File: src/rtl/mouse_pkg.sv
// -----------------------------------------------------------------------------
// mouse_pkg
// Shared PS/2 mouse definitions:
//   - the packet FSM state enum
//   - the byte-0 header fields the tracker keeps
//   - a signed clamp helper
// There are no ports in this file.
// -----------------------------------------------------------------------------
package mouse_pkg;

    typedef enum logic [1:0] {
        B0    = 2'd0,
        B1    = 2'd1,
        B2    = 2'd2,
        APPLY = 2'd3
    } mouse_state_e;

    // Bit 3 of a PS/2 mouse byte 0 is always 1. This is the only framing check.
    localparam int HDR_SYNC_BIT = 3;

    // Byte 0 fields that are used later in the packet. Bit 2 (middle button)
    // and bit 3 (sync) are not needed once the byte has been accepted.
    typedef struct packed {
        logic y_ovf;
        logic x_ovf;
        logic y_sign;
        logic x_sign;
        logic right;
        logic left;
    } mouse_hdr_t;

    function automatic mouse_hdr_t hdr_from_byte(input logic [7:0] b);
        mouse_hdr_t h;
        h.y_ovf  = b[7];
        h.x_ovf  = b[6];
        h.y_sign = b[5];
        h.x_sign = b[4];
        h.right  = b[1];
        h.left   = b[0];
        return h;
    endfunction

    // The function compares signed values. Callers pass a non-negative lo, so
    // the result always fits the 12-bit unsigned screen coordinate.
    function automatic logic [11:0] clamp_s13(input logic signed [12:0] val,
                                              input logic signed [12:0] lo,
                                              input logic signed [12:0] hi);
        logic [11:0] r;
        if (val < lo) begin
            r = lo[11:0];
        end else if (val > hi) begin
            r = hi[11:0];
        end else begin
            r = val[11:0];
        end
        return r;
    endfunction

endpackage

File: src/rtl/vga_pkg.sv
// -----------------------------------------------------------------------------
// vga_pkg
// Shared VGA timing constants. Blocks that work in screen coordinates take
// their limits from here. There are no ports in this file.
// -----------------------------------------------------------------------------
package vga_pkg;

    localparam int VGA_H_ACTIVE = 800;
    localparam int VGA_V_ACTIVE = 600;

    // Largest visible pixel coordinate on each axis.
    localparam int VGA_H_MAX = VGA_H_ACTIVE - 1;
    localparam int VGA_V_MAX = VGA_V_ACTIVE - 1;

endpackage

File: src/rtl/mouse_pos_tracker.sv
// -----------------------------------------------------------------------------
// mouse_pos_tracker
// Assembles 3-byte PS/2 mouse packets and integrates the deltas into a clamped
// cursor position. Position and button state are shown to the draw stage only
// on a vblnk rising edge, so the values stay constant for a whole frame.
//
// Ports
//   clk       in   system clock, rising edge
//   rst       in   synchronous, active-high reset
//   rx_data   in   [7:0]  PS/2 byte from the upstream receiver
//   rx_valid  in   one-cycle strobe that qualifies rx_data
//   vblnk     in   vertical blank from the VGA timing chain
//   xpos      out  [11:0] frame-stable cursor X
//   ypos      out  [11:0] frame-stable cursor Y
//   left      out  frame-stable left button
//   right     out  frame-stable right button
//   pkt_err   out  one-cycle pulse on a rejected byte 0 or a packet timeout
//
// state | meaning
// ------+-------------------------------------------------------------
// B0    | idle, waiting for a byte 0 with the sync bit set
// B1    | byte 0 held, waiting for the X delta; idle timer running
// B2    | X delta held, waiting for the Y delta; idle timer running
// APPLY | one cycle: integrate the deltas; can also accept a new byte 0
// -----------------------------------------------------------------------------
module mouse_pos_tracker
    import mouse_pkg::*;
#(
    parameter int H_MAX       = vga_pkg::VGA_H_MAX,
    parameter int V_MAX       = vga_pkg::VGA_V_MAX,
    parameter int X_INIT      = 400,
    parameter int Y_INIT      = 300,
    parameter int TIMEOUT_CYC = 65000
) (
    input  logic        clk,
    input  logic        rst,
    input  logic [7:0]  rx_data,
    input  logic        rx_valid,
    input  logic        vblnk,
    output logic [11:0] xpos,
    output logic [11:0] ypos,
    output logic        left,
    output logic        right,
    output logic        pkt_err
);

    localparam int IDLE_W = $clog2(TIMEOUT_CYC + 1);

    // The packet times out on the idle clock that would bring the count to
    // TIMEOUT_CYC.
    localparam logic [IDLE_W-1:0] IDLE_LAST = IDLE_W'(TIMEOUT_CYC - 1);

    localparam logic signed [12:0] H_MAX_S = 13'(H_MAX);
    localparam logic signed [12:0] V_MAX_S = 13'(V_MAX);
    localparam logic signed [12:0] ZERO_S  = 13'sd0;
    localparam logic [11:0]        X_RST   = 12'(X_INIT);
    localparam logic [11:0]        Y_RST   = 12'(Y_INIT);

    mouse_state_e      state_q;
    mouse_hdr_t        hdr_q;
    logic [7:0]        b1_q;
    logic [7:0]        b2_q;
    logic [IDLE_W-1:0] idle_q;
    logic              vblnk_q;

    // Internal position and buttons. These are updated in APPLY.
    logic [11:0]       x_int_q;
    logic [11:0]       y_int_q;
    logic              left_int_q;
    logic              right_int_q;

    // Frame-stable copies that drive the outputs.
    logic [11:0]       xpos_q;
    logic [11:0]       ypos_q;
    logic              left_q;
    logic              right_q;
    logic              pkt_err_q;

    logic signed [12:0] dx_s;
    logic signed [12:0] dy_s;
    logic signed [12:0] x_sum;
    logic signed [12:0] y_sum;
    logic [11:0]        x_d;
    logic [11:0]        y_d;
    logic               vblnk_rise;

    assign vblnk_rise = vblnk & ~vblnk_q;

    // Each delta is 9-bit two's complement: the sign bit from byte 0 sits in
    // front of the byte. A set overflow bit makes the delta untrustworthy, so
    // the delta is dropped instead of being saturated.
    always_comb begin
        dx_s = '0;
        dy_s = '0;
        if (!hdr_q.x_ovf) begin
            dx_s = {{4{hdr_q.x_sign}}, hdr_q.x_sign, b1_q};
        end
        if (!hdr_q.y_ovf) begin
            dy_s = {{4{hdr_q.y_sign}}, hdr_q.y_sign, b2_q};
        end
        x_sum = $signed({1'b0, x_int_q}) + dx_s;
        // PS/2 Y counts upward, but screen Y counts downward.
        y_sum = $signed({1'b0, y_int_q}) - dy_s;
        x_d   = clamp_s13(x_sum, ZERO_S, H_MAX_S);
        y_d   = clamp_s13(y_sum, ZERO_S, V_MAX_S);
    end

    always_ff @(posedge clk) begin
        if (rst) begin
            state_q     <= B0;
            hdr_q       <= '0;
            b1_q        <= '0;
            b2_q        <= '0;
            idle_q      <= '0;
            vblnk_q     <= 1'b0;
            x_int_q     <= X_RST;
            y_int_q     <= Y_RST;
            left_int_q  <= 1'b0;
            right_int_q <= 1'b0;
            xpos_q      <= X_RST;
            ypos_q      <= Y_RST;
            left_q      <= 1'b0;
            right_q     <= 1'b0;
            pkt_err_q   <= 1'b0;
        end else begin
            pkt_err_q <= 1'b0;
            vblnk_q   <= vblnk;

            // The outputs capture the internal values as they were before
            // this edge. If APPLY happens on the same cycle, the update is
            // shown at the next frame.
            if (vblnk_rise) begin
                xpos_q  <= x_int_q;
                ypos_q  <= y_int_q;
                left_q  <= left_int_q;
                right_q <= right_int_q;
            end

            case (state_q)
                B0, APPLY: begin
                    if (state_q == APPLY) begin
                        x_int_q     <= x_d;
                        y_int_q     <= y_d;
                        left_int_q  <= hdr_q.left;
                        right_int_q <= hdr_q.right;
                    end
                    idle_q <= '0;
                    if (rx_valid) begin
                        if (rx_data[HDR_SYNC_BIT]) begin
                            hdr_q   <= hdr_from_byte(rx_data);
                            state_q <= B1;
                        end else begin
                            pkt_err_q <= 1'b1;
                            state_q   <= B0;
                        end
                    end else begin
                        state_q <= B0;
                    end
                end

                B1: begin
                    if (rx_valid) begin
                        b1_q    <= rx_data;
                        idle_q  <= '0;
                        state_q <= B2;
                    end else if (idle_q == IDLE_LAST) begin
                        idle_q    <= '0;
                        pkt_err_q <= 1'b1;
                        state_q   <= B0;
                    end else begin
                        idle_q <= idle_q + 1'b1;
                    end
                end

                B2: begin
                    if (rx_valid) begin
                        b2_q    <= rx_data;
                        idle_q  <= '0;
                        state_q <= APPLY;
                    end else if (idle_q == IDLE_LAST) begin
                        idle_q    <= '0;
                        pkt_err_q <= 1'b1;
                        state_q   <= B0;
                    end else begin
                        idle_q <= idle_q + 1'b1;
                    end
                end

                default: begin
                    idle_q  <= '0;
                    state_q <= B0;
                end
            endcase
        end
    end

    assign xpos    = xpos_q;
    assign ypos    = ypos_q;
    assign left    = left_q;
    assign right   = right_q;
    assign pkt_err = pkt_err_q;

endmodule

File: config.mk
export PLATFORM = sky130hd
export DESIGN_NAME = mouse_pos_tracker
export DESIGN_NICKNAME = d
export VERILOG_FILES = /design/src/rtl/mouse_pkg.sv /design/src/rtl/vga_pkg.sv /design/src/rtl/mouse_pos_tracker.sv
export SDC_FILE = /design/constraint.sdc
export NUM_CORES = 1
export LEC_CHECK = 0
export CORE_AREA = 2 2 96 98
export DETAILED_ROUTE_END_ITERATION = 8
export DIE_AREA = 0 0 98 100
export DONT_BUFFER_PORTS = 1
export PLACE_DENSITY = 0.74
export SYNTH_ARGS = -nofsm -noshare
export SYNTH_HDL_FRONTEND = slang
export SYNTH_SLANG_ARGS = --single-unit
File: constraint.sdc
create_clock -name clk -period 3 [get_ports clk]
set_input_delay 0.9 -clock clk [delete_from_list [all_inputs] [get_ports clk]]
set_output_delay 0.9 -clock clk [all_outputs]
set_load 0.02 [all_outputs]
==> results of run 1 <==
[area by class of cell]
type | count | area, um^2 | share of cell area
inverter | 15 | 56.30 | 0.01075
clock buffer | 11 | 141.4 | 0.02700
clock inverter | 5 | 66.31 | 0.01266
multi-input combinational | 456 | 2913 | 0.5563
tap | 111 | 138.9 | 0.02652
timing repair buffer | 5 | 37.54 | 0.007168
sequential | 94 | 1883 | 0.3596
[critical path, cell delays in order, from the launching register on]
cell and delay (ns):
dfxtp_1 0.39, inv_1 0.07, ha_1 0.23, fa_1 0.43, nor2b_1 0.16, o31a_1 0.26, a21oi_1 0.12, a311o_1 0.39
o21ai_2 0.16, a311oi_4 0.15, nor3_1 0.25, o21ai_0 0.11
[flip-flops by register name (all words and copies together) (netlist names)]
name and flops:
idle_q 16, x_int_q 12, xpos 12, y_int_q 12
ypos 12, b1_q 8, b2_q 8, hdr_q 6
state_q 2, left 1, left_int_q 1, pkt_err 1
right 1, right_int_q 1, vblnk_q 1
[power by group]
group	total [mW]	leakage [nW]	switching [mW]	internal, mW
sequential	1.28	0.761	0.0179	1.26
combinational	0.152	1.05	0.0886	0.0633
clock	0.874	0.102	0.455	0.419
total	2.31	1.91	0.562	1.74
[cells by family after synthesis]
| kind of cell | Yosys count | share of synthesized area |
|---|---|---|
| adders and majority gates | 26 | 0.06955 |
| DFF | 94 | 0.3846 |
| buffers and inverters | 45 | 0.03554 |
| AOI/OAI and AO/OA | 136 | 0.1895 |
| muxes | 9 | 0.01867 |
| and+or+nand+nor | 255 | 0.2485 |
| xor gates and xnor gates | 30 | 0.05369 |
[cell usage in the layout, fill, tap and decap left out, types with 7 or more instances in the layout]
cell      Yosys  final
nand2b_1     15     14
nor2b_1      13     11
xor2_1       12     12
nand3b_1      8      8
xnor2_1      18     18
mux2i_1       8      8
o21ai_0      20     20
inv_1        15     15
ha_1         24     22
nand2_1      88     88
dfxtp_1      94     93
nor3_1        9      7
nor2_1       59     59
clkbuf_8      0     10
nand3_1      28     28
a21oi_1      56     55
[path summary, 6_finish.rpt]
path,startpoint,to,slack (ns),cells after the start
setup / recovery,y_int_q[0]$_SDFFE_PP0P_,y_int_q[2]$_SDFFE_PP1P_,0.16,11
hold / removal,b1_q[0]$_SDFFE_PP0P_,b1_q[0]$_SDFFE_PP0P_,0.45,2
setup reg to reg,y_int_q[0]$_SDFFE_PP0P_,y_int_q[2]$_SDFFE_PP1P_,0.16,11
hold reg to reg,b1_q[0]$_SDFFE_PP0P_,b1_q[0]$_SDFFE_PP0P_,0.45,2
[metrics by stage]
stage | util | TNS (ns) | power [mW] | instance area (um^2)
floorplan | - | 0 | 1.438 | 4893
global placement | 0.5574 | 0 | 1.453 | 4955
detailed placement | 0.5574 | 0 | 1.457 | 4955
CTS | 0.5807 | 0 | 2.311 | 5162
global route | 0.5890 | -0.01732 | 2.384 | 5236
finish | 0.5890 | 0 | 2.305 | 5236
[routing by layer]
| layer | global-route usage | up-vias | wire [um] |
|---|---|---|---|
| met2 | 0.3361 | 102 | 4657 |
| met4 | 0.05556 | 0 | 126 |
| li1 | - | 2039 | - |
| met3 | 0.04318 | 13 | 662 |
| met1 | 0.3141 | 1884 | 5296 |
| met5 | 0 | - | 0 |
[Yosys cell counts (3+ instances only)]
cell type	n	area share
a21o_1	6	0.0092
a211oi_1	3	0.0046
inv_1	15	0.012
nor4_1	3	0.0038
nand2_1	88	0.068
ha_1	24	0.061
nand4_1	6	0.0077
and2_1	6	0.0077
o21ai_0	20	0.020
xnor2_1	18	0.032
nand3_1	28	0.029
nand3b_1	8	0.012
nor2b_1	13	0.017
a221o_1	4	0.0082
a21oi_1	56	0.057
mux2i_1	8	0.016
clkbuf_1	23	0.018
a22o_1	3	0.0054
a221oi_1	3	0.0054
and3_1	6	0.0077
nor3_1	9	0.0092
or2_2	3	0.0038
nand2b_1	15	0.019
dfxtp_1	94	0.38
buf_1	3	0.0023
buf_2	3	0.0031
nor2_1	59	0.045
xor2_1	12	0.021
o21bai_1	3	0.0046
o21ai_2	3	0.0054
o21a_1	6	0.0092
[repair_timing]
| item | 4_1_cts | 5_1_grt |
|---|---|---|
| endpoints found under the setup margin | 0 | 17 |
| buffers inserted | 0 | 0 |
| resized for setup | 0 | 17 |
==> flow_summary.yaml, run 1 <==
clock_network:
  cts.htree.levels: 3
  cts_tree: "yes"
  cts-root-buf: "clkbuf_8"
  postCtsHoldBufs: 0
  clock_latency_ns: 0.35
  cts_buffers: 9
  clk_pin_slew_worst_paths_ns: 0.10
  cts_buffer_depth: 2
  cts.sinks: 94
min_path:
  min_path_type: "flop to flop"
grt:
  grt_pass1_wl_um: 17720
  grt_max_degree: 69
  grtUsageTotal: 0.2176
  antenna_found_initial: 0
  grt_pass1_vias: 3756
  overflow: 0
sta:
  period_minus_slack_ns: 2.842
  skew_ns: 0.01033
  finalCritPeriodShare: 0.9473
  layout_setup_ws_ns: 0.1581
  hold_ws_ns: 0.4539
  hold_viol_final: 0
  maxSlewViolCount: 0
  relSlewSlack: 0.5913
  setup_violations: 0
  max_freq_mhz: 351.9
  worst_pin_slew_ns: 0.6108
critical_path:
  cp-end-kind: "flop"
  critPathMaxFanout: 6
  crit_type: "flop to flop"
  arrival_ns: 3.07
  required_ns: 3.23
  crit_path_start_kind: "flop"
yosys:
  syn_inst: 595
  synth_area_mm2: 0.004893
  ys_types: 64
  syn_avg_cell_area_um2: 8.224
  syn_nets: 633
  synth_edf_count: 0
  synth_seq_cells: 94
  ys_dominant_reg_cell: "dfxtp_1"
  async_flop_share: 0
  ys_seq_area_frac: 0.3846
  ys_warn_count: 0
run_status:
  status: "finished, final reports clean"
detailed_routing:
  drtIter0Drc: 200
  route.detailed.drc: 0
  wirelength_um: 10740
  drtPass1Iterations: 4
  vias_per_cell: 5.793
  wl_per_cell_um: 15.41
  via_count: 4038
  ant_nets: 0
final_layout:
  diodes: 0
  fin_nets: 619
  final_cells: 697
  drive_gt1_frac: 0.09215
  area.growth.synth_to_final_pct: 7.006
  fillers: 834
placed_design:
  dp.cells: 681
  dpl.hpwl_um: 7785
  place_congestion: 0.9252
  portBuffers: 0
  post-place-ws_ns: 0.09271
power:
  power.density_mw_per_mm2: 440.3
  leakage_nw: 1.912
  ir_worst_vdd_mv: 0.2792
floorplan:
  ios: 39
  rows: 35
  dieArea_mm2: 0.009800
  start_util: 0.5505
  core-area_mm2: 0.008890
  dieHeight_um: 100
  die_x_um: 98
run:
  maxCapViolations: 0
Power figures use the tool's default switching activity.
==> run 2, diff against run 1 <==
Settings changed: ABC_AREA set to 1, CORE_AREA 2 2 96 98 to 2 2 97 99, DIE_AREA 0 0 98 100 to 0 0 99 101.
==> run 2 against run 1 <==
Effect of this change:
- via count increased by 9.1%
- largest power group unchanged
- critical path type unchanged
- highest routed layer unchanged
- global-route usage increased by 1.6 points
- count of clock-buffer cells in the layout decreased by 2
- largest cell class unchanged
==> flow_summary.yaml, run 2 <==
run_status:
  status: "finished, final reports clean"
sta:
  setup_violations: 0
  worst_pin_slew_ns: 0.5491
  hold_viol_final: 0
  period_minus_slack_ns: 2.456
  skew_ns: 0.01488
  maxSlewViolCount: 0
  grt_setup_unrepaired: "false"
  finalCritPeriodShare: 0.8186
  finalSetupTns_ns: 0
  relSlewSlack: 0.6316
  max_freq_mhz: 407.2
critical_path:
  critical-path-slowest-cell: "dfxtp_1"
  endpoint: "x_int_q[0]$_SDFFE_PP0P_"
  max_stage_delay_ns: 0.43
  required_ns: 3.31
  r2r_cells: 15
  worstReg2RegStart: "hdr_q[4]$_SDFFE_PP0P_"
  timing.critical_path.mode_cell: "nand2_1"
  critPathMaxFanout: 9
  cp-end-kind: "flop"
  startpoint: "hdr_q[4]$_SDFFE_PP0P_"
  crit_path_start_kind: "flop"
  timing.rr.end: "x_int_q[0]$_SDFFE_PP0P_"
  arrival_ns: 2.77
  crit_type: "flop to flop"
  path_cells: "nor2_1, ha_1, inv_1, fa_1, inv_1, nand3_1, nand3_1, nand2_1, nand2_1, nand2_1, nand2_1, nand4_2, nand3_1, nand2_1, nand2_1"
  reg2reg_slack_ns: 0.54
yosys:
  synth_edf_count: 0
  synth_seq_cells: 94
  async_flop_share: 0
  syn_avg_cell_area_um2: 6.748
  synth.largest_area_cell: "dfxtp_1"
  synth_top_area_share: 0.3805
  ys_dominant_reg_cell: "dfxtp_1"
  synth_common_cells: "nand2_1, dfxtp_1, inv_1"
  syn_inst: 733
  ys_warn_count: 0
  ys_types: 35
  synth_area_mm2: 0.004946
  ys_seq_area_frac: 0.3805
  syn_nets: 771
  synth.area.top_cells: "dfxtp_1, nand2_1, inv_1, nor2_1, nand3_1"
  yosys.cell_count.top_type: "nand2_1"
floorplan:
  rows: 35
  die_x_um: 99
  dieArea_mm2: 0.009999
  ios: 39
  start_util: 0.5509
  dieHeight_um: 101
  core-area_mm2: 0.008977
clock_network:
  cts_tree: "yes"
  post_cts_resized: 0
  cts-root-buf: "clkbuf_8"
  clk_pin_slew_worst_paths_ns: 0.10
  cts_buffers: 9
  postCtsHoldBufs: 0
  post-cts-setup-buffer-count: 0
  cts_buffer_depth: 2
  cts.htree.levels: 3
  cts.sinks: 94
  clock_latency_ns: 0.36
final_layout:
  diodes: 0
  layout_common_cells: "nand2_1, dfxtp_1, inv_1"
  fin_nets: 769
  regMostFlops: "idle_q"
  final_common_cell: "nand2_1"
  drive_gt1_frac: 0.05714
  area.growth.synth_to_final_pct: 6.350
  largest_reg_flops: 16
detailed_routing:
  wirelength_um: 11210
  wl_per_cell_um: 13.25
  via_count: 4404
  drtIter0Drc: 279
  route.detailed.drc: 0
  drtPass1Iterations: 4
  vias_per_cell: 5.206
  ant_nets: 0
power:
  leakage_nw: 2.460
  power_mw: 2.524
  power.density_mw_per_mm2: 479.9
  ir_worst_vdd_mv: 0.2858
min_path:
  min_path_type: "flop to flop"
  min_path_cells: 2
grt:
  grt_pass1_vias: 4172
  grt_pass1_wl_um: 18970
  overflow: 0
  antenna_found_initial: 0
  grt_max_degree: 52
  grtUsageTotal: 0.2340
placed_design:
  place_congestion: 1.002
  dpl.hpwl_um: 8617
  portBuffers: 0
run:
  maxCapViolations: 0
-- run 2: cell families after synthesis --
logic type,Yosys count,share of synthesized area
buf+inv,115,0.08930
flops,94,0.3805
compound gates,114,0.1197
simple gates,374,0.3241
fa+ha+maj,26,0.06881
xor+xnor,10,0.01771
-- run 2: layer usage --
metal,GRT usage,vias to the layer above,share of wire
li1,-,2343,-
met1,0.2852,1979,0.44
met2,0.4153,61,0.51
met3,0.03675,21,0.028
met4,0.08957,0,0.022
met5,0,-,0
-- run 2: worst max-delay path, delay by kind of cell, from the launching register on --
kind          cells  cell delay, ns
simple gates     11            1.18
fa+ha+maj         2            0.62
flops             1            0.43
buf+inv           2            0.17
-- run 2: cell type report --
class,instances,area (um^2)
clock buffer,9,123.9
timing repair buffer,3,22.52
clock inverter,6,93.84
sequential,94,1882
fill,858,3717
inverter,99,374.1
tap,111,138.9
multi-input combinational,524,2625
-- run 2: through the flow --
step | hold slack (ns) | setup WS (ns) | util | instances | instance area (um^2)
4_1_cts | 0.4598 | 0.5574 | 0.5859 | 846 | 5260
5_1_grt | 0.4826 | 0.3152 | 0.5859 | 846 | 5260
6_report | 0.4576 | 0.5442 | 0.5859 | 846 | 5260
3_3_place_gp | 0.4304 | 0.6406 | 0.5617 | 831 | 5042
3_5_place_dp | 0.4459 | 0.5768 | 0.5617 | 831 | 5042
2_1_floorplan | 0.4175 | 0.8868 | - | 733 | 4946
-- run 2: where the power goes --
part           switching [mW]  internal (mW)  total (mW)  leakage [nW]
sequential             0.0502           1.28        1.33         0.765
combinational           0.171         0.0837       0.254          1.58
clock                   0.463          0.476       0.939         0.112
-- run 2: how the worst min path moves through the flow --
stage / start / slack (ns) / endpoint
global route: idle_q[0]$_SDFF_PP0_ / 0.48 / idle_q[0]$_SDFF_PP0_
finish: y_int_q[0]$_SDFFE_PP0P_ / 0.46 / y_int_q[0]$_SDFFE_PP0P_
CTS: y_int_q[0]$_SDFFE_PP0P_ / 0.46 / y_int_q[0]$_SDFFE_PP0P_
global placement: idle_q[0]$_SDFF_PP0_ / 0.43 / idle_q[0]$_SDFF_PP0_
floorplan: idle_q[0]$_SDFF_PP0_ / 0.42 / idle_q[0]$_SDFF_PP0_
detailed placement: y_int_q[0]$_SDFFE_PP0P_ / 0.45 / y_int_q[0]$_SDFFE_PP0P_
